$ cat src/rtl/mem_arbiter.sv
// Two-port (fetch / data) arbiter in front of a single-port RAM with a
// registered read. Grants are combinational; responses come one cycle later
// and are decoded from a registered response tag.
module mem_arbiter #(
  parameter int MAX_D_RUN = 3
) (
  input  logic        clk,
  input  logic        resetn,
  input  logic        if_req,
  input  logic [31:0] if_addr,
  output logic        if_gnt,
  output logic        if_rvalid,
  output logic [31:0] if_rdata,
  output logic        if_err,
  input  logic        d_req,
  input  logic        d_we,
  input  logic [31:0] d_addr,
  input  logic [31:0] d_wdata,
  output logic        d_gnt,
  output logic        d_rvalid,
  output logic [31:0] d_rdata,
  output logic        d_err,
  output logic [29:0] mem_addr,
  output logic [31:0] mem_din,
  output logic        mem_re,
  output logic        mem_we,
  input  logic [31:0] mem_dout
);

  localparam int CW = (MAX_D_RUN < 1) ? 1 : $clog2(MAX_D_RUN + 1);

  typedef enum logic [2:0] {
    TAG_NONE, TAG_F_RD, TAG_F_ERR, TAG_D_RD, TAG_D_WR, TAG_D_ERR
  } tag_t;

  tag_t          tag;
  logic [CW-1:0] run_cnt;
  logic          run_full, d_win, if_ok, d_ok;

  // Arbitration and RAM request steering; data wins unless its run is spent.
  always_comb begin
    run_full = (run_cnt == CW'(MAX_D_RUN));
    if_ok    = (if_addr[1:0] == 2'b00);
    d_ok     = (d_addr[1:0] == 2'b00);
    d_win    = d_req && !(if_req && run_full);
    d_gnt    = resetn && d_win;
    if_gnt   = resetn && if_req && !d_win;
    mem_addr = d_gnt ? d_addr[31:2] : if_addr[31:2];
    mem_din  = d_wdata;
    mem_re   = (if_gnt && if_ok) || (d_gnt && d_ok && !d_we);
    mem_we   = d_gnt && d_ok && d_we;
  end

  // Response tag: records what the current grant must answer next cycle.
  always_ff @(posedge clk or negedge resetn) begin
    if (!resetn)     tag <= TAG_NONE;
    else if (d_gnt)  tag <= !d_ok ? TAG_D_ERR : (d_we ? TAG_D_WR : TAG_D_RD);
    else if (if_gnt) tag <= if_ok ? TAG_F_RD : TAG_F_ERR;
    else             tag <= TAG_NONE;
  end

  // Consecutive data grants while fetch waits; any fetch grant or idle fetch clears.
  always_ff @(posedge clk or negedge resetn) begin
    if (!resetn)                     run_cnt <= '0;
    else if (!if_req || if_gnt)      run_cnt <= '0;
    else if (d_gnt && !run_full)     run_cnt <= run_cnt + CW'(1);
  end

  assign if_rvalid = (tag == TAG_F_RD) || (tag == TAG_F_ERR);
  assign if_err    = (tag == TAG_F_ERR);
  assign if_rdata  = mem_dout;
  assign d_rvalid  = (tag == TAG_D_RD) || (tag == TAG_D_WR) || (tag == TAG_D_ERR);
  assign d_err     = (tag == TAG_D_ERR);
  assign d_rdata   = mem_dout;

endmodule

$ cat config.mk
export PLATFORM = sky130hd
export DESIGN_NAME = mem_arbiter
export DESIGN_NICKNAME = d
export VERILOG_FILES = /design/src/rtl/mem_arbiter.sv
export SDC_FILE = /design/constraint.sdc
export NUM_CORES = 1
export LEC_CHECK = 0
export ABC_AREA = 1
export CAP_MARGIN = 20
export CORE_AREA = 4 4 100 102
export CTS_CLUSTER_DIAMETER = 60
export DETAILED_ROUTE_END_ITERATION = 8
export DIE_AREA = 0 0 104 106
export PLACE_DENSITY = 0.72
export SYNTH_ARGS = -nofsm -noshare
export SYNTH_HDL_FRONTEND = slang
export SYNTH_SLANG_ARGS = --single-unit
$ cat constraint.sdc
create_clock -name clk -period 1.95 [get_ports clk]
set_input_delay 0.39 -clock clk [delete_from_list [all_inputs] [get_ports clk]]
set_output_delay 0.39 -clock clk [all_outputs]
set_load 0.05 [all_outputs]
* Word level (Yosys, flattened, before mapping)
Cells that the tools add are included.
** Storage, ports and cells
- Bits in registers :: 5
- Latch bits :: 0
- Memory bits (writable) :: 0
- Memory bits (read-only) :: 0
- Bits of input ports :: 133
- Output and inout bits :: 134
- Logic and storage cells :: 40
- Memories :: 0
** Cells by class
- Add/subtract/negate cells :: 1
- Multipliers :: 0
- Divide/modulo/power cells :: 0
- $lt $le $gt $ge :: 0
- Equality and inequality tests :: 6
- Shift operators :: 0
- Mux-type cells :: 8
- Bitwise logic cells :: 0
- Reduce and logical (&&, ||, !) cells :: 23
** Operators with widths (count)
- $mux W30 :: 1
- $logic_and A1 B1 Y1 :: 10
- $mux W3 :: 3
- $mux W2 :: 4
- $eq A3 B2 Y1 const B :: 2
- $eq A3 B3 Y1 const B :: 2
- $logic_not A1 Y1 :: 5
- $logic_or A1 B1 Y1 :: 5
- $logic_not A2 Y1 :: 2
- $eq A3 B1 Y1 const B :: 1
- $add A2 B1 Y2 const B :: 1
- $eq A2 B2 Y1 const B :: 1
- $reduce_bool A2 Y1 :: 1

* Depth between registers and ports, before layout
- Word-level depth :: 8
- Gate-level depth with buffers :: 7
- Depth with buffers taken out :: 6

* Least setup slack after synthesis
OpenSTA, ideal clock, no wires.
- Path kind :: reg-to-output
- Start :: register run_cnt[0]
- End :: output port mem_re
- Data arrival time :: 1.941 ns
- Data required time :: 1.560 ns
- Setup slack :: -0.381 ns
- Stages on the path, launching flop included :: 5
- Path buffers :: 0
- Cells stage by stage :: dfrtp_1 -> ha_1 -> nand2_2 -> nand3_1 -> o21ai_0
** On the way
- Cells in the longest elaborated chain, start to end :: 8
- Elaborated cells between the ends (all ways) :: 11
- Those cells by class :: eq/ne: 1; reduce/logical: 10
** Ends and longest elaborated chain
- from (decl) :: RTL line 37 : logic [CW-1:0] run_cnt;
- from (signal assigned) :: RTL line 66 : else if (d_gnt && !run_full) run_cnt <= run_cnt + CW'(1);
- $eq A2 B2 Y1 (*) :: RTL line 42 : run_full = (run_cnt == CW'(MAX_D_RUN));
- $logic_and A1 B1 Y1 (*) :: RTL line 45 : d_win = d_req && !(if_req && run_full);
- $logic_not A1 Y1 (*) :: RTL line 45
- $logic_and A1 B1 Y1 (*) :: RTL line 45
- $logic_not A1 Y1 or $logic_and A1 B1 Y1 (tied branches) :: RTL line 47, 46
- $logic_and A1 B1 Y1, on equally long branches :: RTL line 47, 50
- $logic_and A1 B1 Y1 :: RTL line 50 : mem_re = (if_gnt && if_ok) || (d_gnt && d_ok && !d_we);
- $logic_or A1 B1 Y1 (*) :: RTL line 50
- to (decl) :: RTL line 25 : output logic mem_re,
Mark *: on every way between the ends. The rest lies on a longest branch, timed or not.

* Final worst setup path
- Start :: register run_cnt[1]
- End :: output port mem_re
The elaborated chain is that of the path after synthesis.

==> results.yml <==
grt:
  grt_pass1_wl_microns: 7707
  grt_max_degree: 29
  grt_pass1_vias: 1577
  track_usage_pct: 8.852
  grt_overflow: 0
  antenna_found_initial: 0
critical_path:
  cpPeakStageDelay_ns: 0.38
  crit_family: "buffers and inverters"
  path_buf_inv: 3
  cp_cell_sequence: "ha_2 -> nand2_2 -> buf_6 -> nand3_4 -> clkbuf_16 -> o21ai_4 -> buf_12"
  worst_setup_path_start_kind: "register"
  critPathArrivalTime_ns: 1.67
  cp-end-kind: "output port"
  worstPathMaxFanout: 7
  critical_path_class: "reg -> out"
  cp_data_required_time_ns: 1.56
  critical-path-slowest-cell: "dfrtp_1"
status:
  outcome: "complete, but fails checks"
  violations: "negative setup slack"
logic_synthesis:
  netlist_top_cells_count: "nand2_1 (102), buf_4 (99), inv_1 (9)"
  post-synth-top-area-fraction_pct: 52.29
  synth_nets: 374
  ys_seq_area_share_pct: 8.803
  ys_warn_count: 0
  synth_area_leaders: "buf_4 (52%), nand2_1 (27%), dfrtp_1 (8.8%), inv_1 (2.4%), nor2_1 (1.6%)"
  ys_async_sr_fraction_pct: 100.0
  yosysMostFrequentCell: "nand2_1"
  synth_top_area_cell: "buf_4"
  synthesis.area_sq_um: 1421
  ys_types: 14
  synth_edf_count: 0
  netlist_instances: 240
  ys.flop_type: "dfrtp_1"
  ys_ff_latch: 5
  syn-mean-instance-area_sq_um: 5.922
power:
  p_seq_share_pct: 10.9
  switching_share_pct: 42.60
  netSwitchingPower_mw: 0.4461
  pwr-share-comb_pct: 70.9
  pwr_density_cell_nw_per_um2: 406.8
  leakagePower_nw: 1.231
  p_int_mw: 0.6010
  power_mw: 1.047
  peakVddDrop_mv: 0.1994
  p_clk_share_pct: 18.2
timing:
  max_freq_mhz: 486.0
  worst_pin_slew_ns: 0.3582
  slew_viol_final: 0
  fin_crit_sh_pct: 105.5
  whs_ns: 0.2905
  max-slew-margin-rel_pct: 75.87
  period_minus_slack_ns: 2.057
  final_hold_viol_count: 0
  fin_tns_setup_ns: -2.101
  setup_violations: 33
  finClkSkew_ns: 0.0002721
  fin_ws_ns: -0.1074
  rsz0062_at_grt: "yes"
cells_and_area:
  area_delta_synth_final_pct: 81.07
  antenna_cells: 0
  fin_nets: 409
  stdcell_count: 385
  layout-drive-gt1-share_pct: 42.34
clock_tree:
  cts-buffers-inserted: 3
  cts_htree_levels: 1
  insertion_delay_ns: 0.22
  cts-root-buf: "clkbuf_8"
  clk_path_buf_depth: 2
  clock_sinks: 5
  path_clk_slew_ns: 0.04
  cts_tree: "built"
worst_hold_path:
  hp-class: "in -> async"
placement:
  placed_cells: 365
  portBuffers: 106
  place.gp.congestion: 0.7189
  dp_hpwl_microns: 4022
floorplanning:
  initial_core_util_pct: 15.60
  core_sq_um: 9109
  die-area_sq_um: 11020
  die_w_microns: 104
  io_pins: 267
  num_rows: 35
  die_h_microns: 106
drt:
  firstDrtPassIters: 3
  wl_microns: 5936
  drc_errors: 0
  viasPerCell: 3.894
  drt_iter0_drc: 41
  avgRoutedWirePerCell_microns: 15.42
  vias: 1499
  antenna_left: 0
run:
  max_cap_viol_count: 0
## registers in the layout, indices dropped and copies added (netlist names)
signal / cells
tag: 3
run_cnt: 2
## routing by layer
| layer | vias to the layer above | share of wire [%] | global-route usage (%) | routed length [microns] |
|---|---|---|---|---|
| met5 | - | 0 | 0 | 0 |
| met4 | 0 | 3.9 | 5.413 | 231 |
| met3 | 25 | 14 | 4.675 | 808 |
| met2 | 134 | 54 | 16.67 | 3235 |
| met1 | 645 | 28 | 7.213 | 1660 |
| li1 | 695 | - | - | - |
## through the flow
step / util [%] / worst slack [ns] / area (sq um)
after floorplan: - / -0.003669 / 1424
after global placement: 21.50 / -0.1840 / 1958
after detailed placement: 21.50 / -0.2081 / 1958
after CTS: 24.82 / -0.1545 / 2261
after global routing: 28.26 / -0.1802 / 2574
final: 28.26 / -0.1074 / 2574
## placed cells by master (no fill, tap or decap), types with 5 or more instances in the layout
| cell type | n |
|---|---|
| nand2_1 | 60 |
| buf_6 | 24 |
| nor2_1 | 5 |
| buf_4 | 16 |
| buf_8 | 9 |
| nand2_2 | 28 |
| nand2_4 | 15 |
| dfrtp_1 | 5 |
| buf_12 | 12 |
| clkdlybuf4s50_1 | 65 |
| inv_1 | 9 |
## power groups by stage
stage                     Clock [mW]  Combinational (mW)  Sequential, mW
after floorplan                    0               0.830           0.114
after global placement             0               0.589           0.115
after detailed placement           0               0.593           0.115
after CTS                      0.196               0.664           0.114
after global routing           0.203               0.784           0.115
final                          0.191               0.743           0.114
## final timing paths
path                       startpoint          to  slack, ns  depth (start not counted)
setup / recovery           run_cnt[1]      mem_re      -0.11                          7
hold / removal                 resetn      tag[2]       0.29                          2
setup reg to reg           run_cnt[1]      tag[0]       0.53                          8
hold reg to reg            run_cnt[1]  run_cnt[1]       0.61                          3
max in group asynchronous      resetn      tag[1]       1.43                          3
min in group clk           run_cnt[1]  run_cnt[1]       0.61                          3
## layout make-up
class	count	area (sq um)
Tap cell	111	138.9
Inverter	9	33.78
Clock buffer	4	45.04
Fill cell	968	6535
Multi-Input combinational cell	124	713.2
Sequential cell	5	125.1
Timing Repair Buffer	132	1518
## logic make-up (layout without fill, tap and decap cells)
family | after synthesis | in the layout | share of synthesized area [%]
and+or+nand+nor | 117 | 117 | 32.48
adders and majority gates | 1 | 1 | 0.8801
AOI/OAI and AO/OA | 6 | 6 | 2.112
buffers and inverters | 111 | 145 | 55.72
DFF | 5 | 5 | 8.803
## repair_timing
action / 4_1_cts / 5_1_grt
setup endpoints to repair: 32 / 33
gates resized for setup: 37 / 77
pin swaps: 4 / 18
hold buffers: 0 / 0
cloned: 2 / 4
buffers inserted: 9 / 5
Power figures use the tool's default switching activity.
